$ cat src/rtl/am2909_next_addr_ctrl.sv
// Next-address controller for cascaded Am2909 slices: opcode/condition decode, loop counter, stack depth.
// Latency: control outputs combinational in the same cycle; counter, depth and flags update on the clock edge.
// Backpressure: hold=1 idles the slices (PC recirculates) and freezes all state. Optional MSEQ_STACK_GUARD_EN.
module am2909_next_addr_ctrl #(
    parameter int CNT_W       = 12,
    parameter int STACK_DEPTH = 4
) (
    input  logic             clock,
    input  logic             reset_n,
    input  logic [3:0]       instr,
    input  logic             cc,
    input  logic             cc_en,
    input  logic             hold,
    input  logic [CNT_W-1:0] d_count,
    output logic             s1,
    output logic             s0,
    output logic             zero,
    output logic             cin,
    output logic             re,
    output logic             fe,
    output logic             pup,
    output logic             cnt_zero,
    output logic             stk_full,
    output logic             stk_empty,
    output logic [1:0]       stk_err
);

`ifdef MSEQ_STACK_GUARD_EN
    localparam int DW = $clog2(STACK_DEPTH + 1);
`else
    // Depth mirrors the 2909 pointer, which wraps modulo the stack depth.
    localparam int DW = $clog2(STACK_DEPTH);
`endif

    localparam logic [1:0] SRC_PC  = 2'b00;
    localparam logic [1:0] SRC_AR  = 2'b01;
    localparam logic [1:0] SRC_STK = 2'b10;
    localparam logic [1:0] SRC_D   = 2'b11;

    logic [CNT_W-1:0] cnt;
    logic [DW-1:0]    depth;
    logic             pass;
    logic             cnt_nz;
    logic [1:0]       op_src;
    logic             op_zero;
    logic             op_re;
    logic             push_req;
    logic             pop_req;
    logic             push_ok;
    logic             pop_ok;
    logic             dec;
    logic             load;
    logic             clr_depth;

    always_comb begin
        pass      = !cc_en | cc;
        cnt_nz    = (cnt != '0);
        op_src    = SRC_PC;
        op_zero   = 1'b1;
        op_re     = 1'b1;
        push_req  = 1'b0;
        pop_req   = 1'b0;
        dec       = 1'b0;
        load      = 1'b0;
        clr_depth = 1'b0;
        case (instr)
            4'd0: begin
                op_zero   = 1'b0;
                clr_depth = 1'b1;
            end
            4'd1: if (pass) begin
                op_src   = SRC_D;
                push_req = 1'b1;
            end
            4'd2: op_src = SRC_D;
            4'd3: if (pass) op_src = SRC_D;
            4'd4: begin
                push_req = 1'b1;
                load     = pass;
            end
            4'd5: begin
                push_req = 1'b1;
                op_src   = pass ? SRC_D : SRC_AR;
            end
            4'd6: if (pass) op_src = SRC_D;
            4'd7: op_src = pass ? SRC_D : SRC_AR;
            4'd8: if (cnt_nz) begin
                op_src = SRC_STK;
                dec    = 1'b1;
            end else begin
                pop_req = 1'b1;
            end
            4'd9: if (cnt_nz) begin
                op_src = SRC_D;
                dec    = 1'b1;
            end
            4'd10: if (pass) begin
                op_src  = SRC_STK;
                pop_req = 1'b1;
            end
            4'd11: if (pass) begin
                op_src  = SRC_D;
                pop_req = 1'b1;
            end
            4'd12: begin
                load  = 1'b1;
                op_re = 1'b0;
            end
            4'd13: if (pass) pop_req = 1'b1;
                   else      op_src  = SRC_STK;
            4'd14: op_src = SRC_PC;
            4'd15: if (pass) begin
                pop_req = 1'b1;
            end else if (cnt_nz) begin
                op_src = SRC_STK;
                dec    = 1'b1;
            end else begin
                op_src  = SRC_D;
                pop_req = 1'b1;
            end
            default: op_src = SRC_PC;
        endcase
    end

`ifdef MSEQ_STACK_GUARD_EN
    logic       full;
    logic       empty;
    logic       ovf;
    logic       unf;
    logic [1:0] err;

    assign full    = (depth == DW'(STACK_DEPTH));
    assign empty   = (depth == '0);
    // Suppressed stack ops leave the source selection untouched.
    assign ovf     = push_req & full;
    assign unf     = pop_req & empty;
    assign push_ok = push_req & !full;
    assign pop_ok  = pop_req & !empty;

    assign stk_full  = full;
    assign stk_empty = empty;
    assign stk_err   = err;

    always_ff @(posedge clock) begin
        if (!reset_n) begin
            err <= 2'b00;
        end else if (!hold) begin
            err <= err | {ovf, unf};
        end
    end
`else
    assign push_ok   = push_req;
    assign pop_ok    = pop_req;
    assign stk_full  = 1'b0;
    assign stk_empty = 1'b0;
    assign stk_err   = 2'b00;
`endif

    assign cnt_zero = !cnt_nz;

    always_comb begin
        if (!reset_n) begin
            {s1, s0} = SRC_PC;
            zero     = 1'b0;
            cin      = 1'b0;
            re       = 1'b1;
            fe       = 1'b1;
            pup      = 1'b0;
        end else if (hold) begin
            {s1, s0} = SRC_PC;
            zero     = 1'b1;
            cin      = 1'b0;
            re       = 1'b1;
            fe       = 1'b1;
            pup      = 1'b0;
        end else begin
            {s1, s0} = op_src;
            zero     = op_zero;
            cin      = 1'b1;
            re       = op_re;
            fe       = !(push_ok | pop_ok);
            pup      = push_ok;
        end
    end

    always_ff @(posedge clock) begin
        if (!reset_n) begin
            cnt   <= '0;
            depth <= '0;
        end else if (!hold) begin
            if (load) begin
                cnt <= d_count;
            end else if (dec && cnt_nz) begin
                cnt <= cnt - CNT_W'(1);
            end
            if (clr_depth) begin
                depth <= '0;
            end else if (push_ok) begin
                depth <= depth + DW'(1);
            end else if (pop_ok) begin
                depth <= depth - DW'(1);
            end
        end
    end

endmodule

$ cat config.mk
export PLATFORM = sky130hd
export DESIGN_NAME = am2909_next_addr_ctrl
export DESIGN_NICKNAME = d
export VERILOG_FILES = /design/src/rtl/am2909_next_addr_ctrl.sv
export SDC_FILE = /design/constraint.sdc
export NUM_CORES = 1
export LEC_CHECK = 0
export ABC_AREA = 1
export BUFFER_PORTS_ARGS = -buffer_cell sky130_fd_sc_hd__clkbuf_2
export CAP_MARGIN = 0
export CORE_MARGIN = 1
export CORE_UTILIZATION = 40
export CTS_CLUSTER_SIZE = 10
export DETAILED_ROUTE_END_ITERATION = 8
export GPL_TIMING_DRIVEN = 0
export MAX_ROUTING_LAYER = met4
export PLACE_DENSITY = 0.75
export SYNTH_ARGS = -nofsm -noshare
export SYNTH_HDL_FRONTEND = slang
export SYNTH_SLANG_ARGS = --single-unit
$ cat constraint.sdc
create_clock -name clock -period 2.7 [get_ports clock]
set_clock_uncertainty 0.1 [all_clocks]
set_input_delay 0.54 -clock clock [delete_from_list [all_inputs] [get_ports clock]]
set_output_delay 0.54 -clock clock [all_outputs]
set_load 0.02 [all_outputs]
==> flow_summary.ini, run 1 <==
[status]
outcome = finished with violations
violations = DRC

[global_routing]
antenna_found_initial = 0
grt_pass1_wl_mm = 4.809
grt_max_degree = 11
grt_pass1_vias = 1201
grt_usage = 0.1938
overflow = 0

[cells_and_area]
antenna_cells = 0
largest_reg_flops = 12
top_regs = cnt: 12 flops
final_nets = 291
syn2layout_area_growth_pct = 18.98
layout-drive-gt1-share = 0.1903
regMostFlops = cnt
stdcell_area_um2 = 1435
layout_common_cells = 84 x nand2_1, 49 x nor2_1, 28 x clkbuf_2
final_common_cell = nand2_1

[synthesis]
synth_cell_type_count = 25
synth_seq_cells = 12
synth_cells = 233
synth-edff-count = 0
yosysTopAreaCell = nand2_1
synthFlopType = dfxtp_1
yosysWarnings = 0
synth_top_area_share = 0.2614
ys_async_sr_fraction = 0
synth_area_um2 = 1206
postSynthAreaPerCell_um2 = 5.177
synthTopCellsByArea = nand2_1 26%, dfxtp_1 20%, nor2_1 16%, inv_1 7.8%, nand3_1 6.2%
yosysSeqAreaShare = 0.1992

[hold_path]
min_from = reset_n
min-delay-path-class = primary input to flip-flop
whs_path_depth = 3
min_to = cnt[9]

[power]
clock_power_share = 0.241
vdd.ir_drop.worst_uv = 164.6
p_int_mw = 0.3709
p_leak_nw = 0.8819
p_switching_mw = 0.2476
switching_share = 0.4003
power.density_nw_per_um2 = 430.9
seqPwrFrac = 0.324
pwr-share-comb = 0.435

[cts]
root_buffer = clkbuf_4
cts_max_level = 1
clock_latency_ps = 290
cts_buffers = 3
tritoncts = built
cts_hold_buf = 0
cts_sinks = 12
ctsResizeCount = 0
clk_pin_slew_ps = 80
post_cts_buffers = 0
clock_path_buffers = 2

[worst_setup_path]
reg2reg_to = cnt[0]
required_ps = 2060
reg2reg_slack_ps = 910
cp-end-kind = output pin
r2r_start = cnt[0]
worstRegToRegCells = 12
crit_type = flip-flop to output pin
cp_max_fo = 4
cp_data_arrival_time_ps = 1820
start_kind = flip-flop

[floorplan]
start_util = 0.4300
boundaryPins = 33
rows = 19
dieArea_um2 = 3239
core_area_um2 = 2805
die_w_um = 56.91
die_y_um = 56.91

[sta]
rsz0062_at_grt = false
tns_ps = 0
period_needed_ps = 2456
clock.fmax_mhz = 407.2
hold_viol_final = 0
setup_viol = 0
finalMaxSlewViolations = 0
post-route-period-util = 0.9095

[place]
gp_congestion = 0.8810
io_buffer_count = 28
dp_hpwl_mm = 2.214
place_area_um2 = 1396

[route]
vias = 1412
routed_via_density = 4.722
ant_nets = 0
drt-total-wl_mm = 2.820
wl_per_cell_um = 9.431
drtPass1Iterations = 6
drc = 5
drt_iter0_drc = 72

[flow_run]
drv_cap = 0
## cell type report
class / instances / area, µm²
repair buffers: 28 / 140.1
multi-input cells: 186 / 804.5
flip-flops and latches: 12 / 240.2
fillers: 314 / 1370
clock buffers: 4 / 36.28
well taps: 31 / 38.79
inverters: 29 / 108.9
plain buffers: 9 / 66.31
## cells by family (layout without fill, tap and decap cells)
| group | Yosys count | after routing | share of synthesized area |
|---|---|---|---|
| buffers and inverters | 38 | 70 | 0.1452 |
| AOI/OAI and AO/OA | 20 | 20 | 0.09544 |
| DFF | 12 | 12 | 0.1992 |
| xor gates and xnor gates | 1 | 1 | 0.007263 |
| and+or+nand+nor | 160 | 160 | 0.5394 |
| adders and majority gates | 1 | 1 | 0.01037 |
| other | 1 | 4 | 0.003109 |
## metrics by stage
stage	worst slack, ps	util	cells	total power [mW]	hold WS [ps]
after floorplan	496.8	-	236	0.4068	412.3
after global placement	520.5	0.4978	295	0.4692	439.8
final	244.5	0.5116	299	0.6184	422.7
after detailed placement	511.9	0.4978	295	0.4707	441.2
after CTS	191.3	0.5107	299	0.6234	409.1
after global routing	31.36	0.5116	299	0.6777	438.5
## power by group through the flow
| stage | sequential, mW | combinational [mW] | clock [mW] |
|---|---|---|---|
| 2_1_floorplan | 0.201 | 0.205 | 0 |
| 3_3_place_gp | 0.204 | 0.265 | 0 |
| 3_5_place_dp | 0.204 | 0.267 | 0 |
| 4_1_cts | 0.200 | 0.268 | 0.155 |
| 5_1_grt | 0.203 | 0.313 | 0.162 |
| 6_report | 0.200 | 0.269 | 0.149 |
## cells in the mapped netlist, drive strengths merged (2+ instances only)
library cell and count:
nor2 53, nand3 15, dfxtp 12, o31ai 2
inv 29, a21oi 2, o21ai 12, nand2 86
nor3 2, nand4 2, buf 9, o211ai 2
## routing by layer
metal / GRT usage / share of wire
met4: 0.06969 / 0.012
met1: 0.2355 / 0.52
met3: 0.04147 / 0.052
met5: - / 0
met2: 0.3143 / 0.42
## critical path: stages (launching register included)
cell and delay [ps]:
dfxtp_1 310, inv_1 100, ha_1 200, nand2_1 110, nor2_2 170, nand2_1 60
nor2_1 170, nand3_1 90, nand4_1 80, nand2_1 50, inv_1 40, clkbuf_2 150
## worst max path at each step
stage,to,slack [ps],start
finish,s0,240,cnt[0]
global placement,s0,520,cnt[0]
global route,s0,30,cnt[0]
CTS,s0,190,cnt[0]
floorplan,s0,500,cnt[0]
detailed placement,s0,510,cnt[0]
No activity file was read; power rests on OpenSTA's default activity.
==> run 2: changes to the inputs <==
--- a/config.mk
+++ b/config.mk
@@ -10,4 +10,4 @@
 export CAP_MARGIN = 0
-export CORE_MARGIN = 1
-export CORE_UTILIZATION = 40
+export CORE_MARGIN = 2
+export CORE_UTILIZATION = 30
 export CTS_CLUSTER_SIZE = 10
@@ -16,3 +16,3 @@
 export MAX_ROUTING_LAYER = met4
-export PLACE_DENSITY = 0.75
+export PLACE_DENSITY = 0.62
 export SYNTH_ARGS = -nofsm -noshare
==> constraint.sdc (replaced) <==
create_clock -name clock -period 2.7 [get_ports clock]
set_clock_uncertainty 0.1 [all_clocks]
set_input_delay 0.27 -clock clock [delete_from_list [all_inputs] [get_ports clock]]
set_output_delay 0.27 -clock clock [all_outputs]
set_load 0.02 [all_outputs]
==> run 2 against run 1 <==
- the flow now finishes without violations
- sequential share of layout area shrank 0.45 points
- routed wire length grew 9.7%
- sequential cell count is the same
- power grew 8.6%
- cell count grew 6.4%
- die area grew 40%
- global-route usage shrank 3.9 points
- core utilization shrank 14 points
- worst hold slack lost 230 ps
- count of clock-buffer cells in the layout is the same
- combinational power is essentially flat
- largest power group unchanged
==> flow_summary.ini, run 2 (synthesized netlist as in run 1, its figures left out) <==
[status]
outcome = complete, no violations

[route]
drtPass1Iterations = 4
vias = 1398
drt_iter0_drc = 54
wl_met2_mm = 1.417
drt-total-wl_mm = 3.094
ant_nets = 0
drc = 0
routed_via_density = 4.396
top_layer_used = met4
wl_met1_mm = 1.530
met3_length_um = 125
wl_per_cell_um = 9.730

[floorplan]
rows = 23
die_y_um = 67.41
start_util = 0.3059
die_w_um = 67.41
core_area_um2 = 3943
boundaryPins = 33
dieArea_um2 = 4543

[cts]
cts_max_level = 1
tritoncts = built
clock_path_buffers = 2
cts_sinks = 12
clk_pin_slew_ps = 60
clock_latency_ps = 240
post_cts_buffers = 0
root_buffer = clkbuf_8
ctsResizeCount = 0
cts_buffers = 3
cts_hold_buf = 0

[power]
power.density_nw_per_um2 = 455.1
p_leak_nw = 0.8893
vdd.ir_drop.worst_uv = 196.9

[place]
place_area_um2 = 1420
io_buffer_count = 28
gp_congestion = 0.9174
dp_cells = 314
dp_hpwl_mm = 2.454

[sta]
hold_viol_final = 0
tns_ps = 0
clock.fmax_mhz = 450.7
finalMaxSlewViolations = 0
setup_viol = 0
post-route-period-util = 0.8217
rsz0062_at_grt = false
period_needed_ps = 2219

[global_routing]
antenna_found_initial = 0
grt_pass1_wl_mm = 5.326
grt_pass1_vias = 1287
overflow = 0
grt_usage = 0.1552
grt_max_degree = 11

[hold_path]
min-delay-path-class = primary input to flip-flop
whs_path_depth = 3

[flow_run]
drv_cap = 0

[cells_and_area]
antenna_cells = 0
top_regs = cnt: 12 flops
largest_reg_flops = 12
final_cells = 318
stdcell_area_um2 = 1475
layout_common_cells = 84 x nand2_1, 50 x nor2_1, 28 x clkbuf_2
syn2layout_area_growth_pct = 22.30
regMostFlops = cnt
final_common_cell = nand2_1
layout-drive-gt1-share = 0.1866
fillers = 441
final_nets = 291

[worst_setup_path]
crit_type = flip-flop to output pin
worstRegToRegCells = 11
cp_data_arrival_time_ps = 1850
required_ps = 2330
cp_max_fo = 4
start_kind = flip-flop
cp-end-kind = output pin
run 2: power by group:
group | switching (mW) | leakage (nW) | internal (mW)
Clock | 0.0701 | 0.0288 | 0.129
Sequential | 0.0103 | 0.0981 | 0.190
Combinational | 0.173 | 0.762 | 0.0983
run 2: layout make-up:
type / instances / area [µm²] / share of cell area
flip-flops and latches: 12 / 240.2 / 0.1629
inverters: 29 / 108.9 / 0.07379
well taps: 50 / 62.56 / 0.04241
clock buffers: 4 / 55.05 / 0.03732
plain buffers: 9 / 66.31 / 0.04495
repair buffers: 28 / 140.1 / 0.09500
multi-input cells: 186 / 802.0 / 0.5437
run 2: worst max-delay path, stage by stage, from the launching register on:
cell and delay (ps):
dfxtp_1 310, inv_1 110, ha_1 210, nand2_1 110, nor2_1 200, nand2_1 80
nor2_1 170, nand3_1 90, nand4_1 90, nand2_1 50, inv_1 40, clkbuf_2 150
run 2: metal layers:
layer  up-vias  global-route usage
met2        30              0.2710
met4         0             0.04592
li1        777                   -
met1       589              0.1888
met3         2             0.01500
met5         -                   -
run 2: stage by stage:
stage / hold WS [ps] / worst slack, ps / power (mW) / util
2_1_floorplan: 290.4 / 766.8 / 0.4068 / -
3_3_place_gp: 438.9 / 740.7 / 0.4724 / 0.3602
3_5_place_dp: 441.8 / 737.5 / 0.4753 / 0.3602
4_1_cts: 196.4 / 456.2 / 0.6778 / 0.3742
5_1_grt: 209.0 / 217.4 / 0.7310 / 0.3742
6_report: 193.1 / 481.4 / 0.6714 / 0.3742
run 2: worst paths after layout:
path | from | to | slack (ps)
setup reg to reg | cnt[0] | cnt[10] | 850
setup / recovery | cnt[0] | s0 | 480
hold reg to reg | cnt[1] | cnt[1] | 450
hold / removal | reset_n | cnt[7] | 190
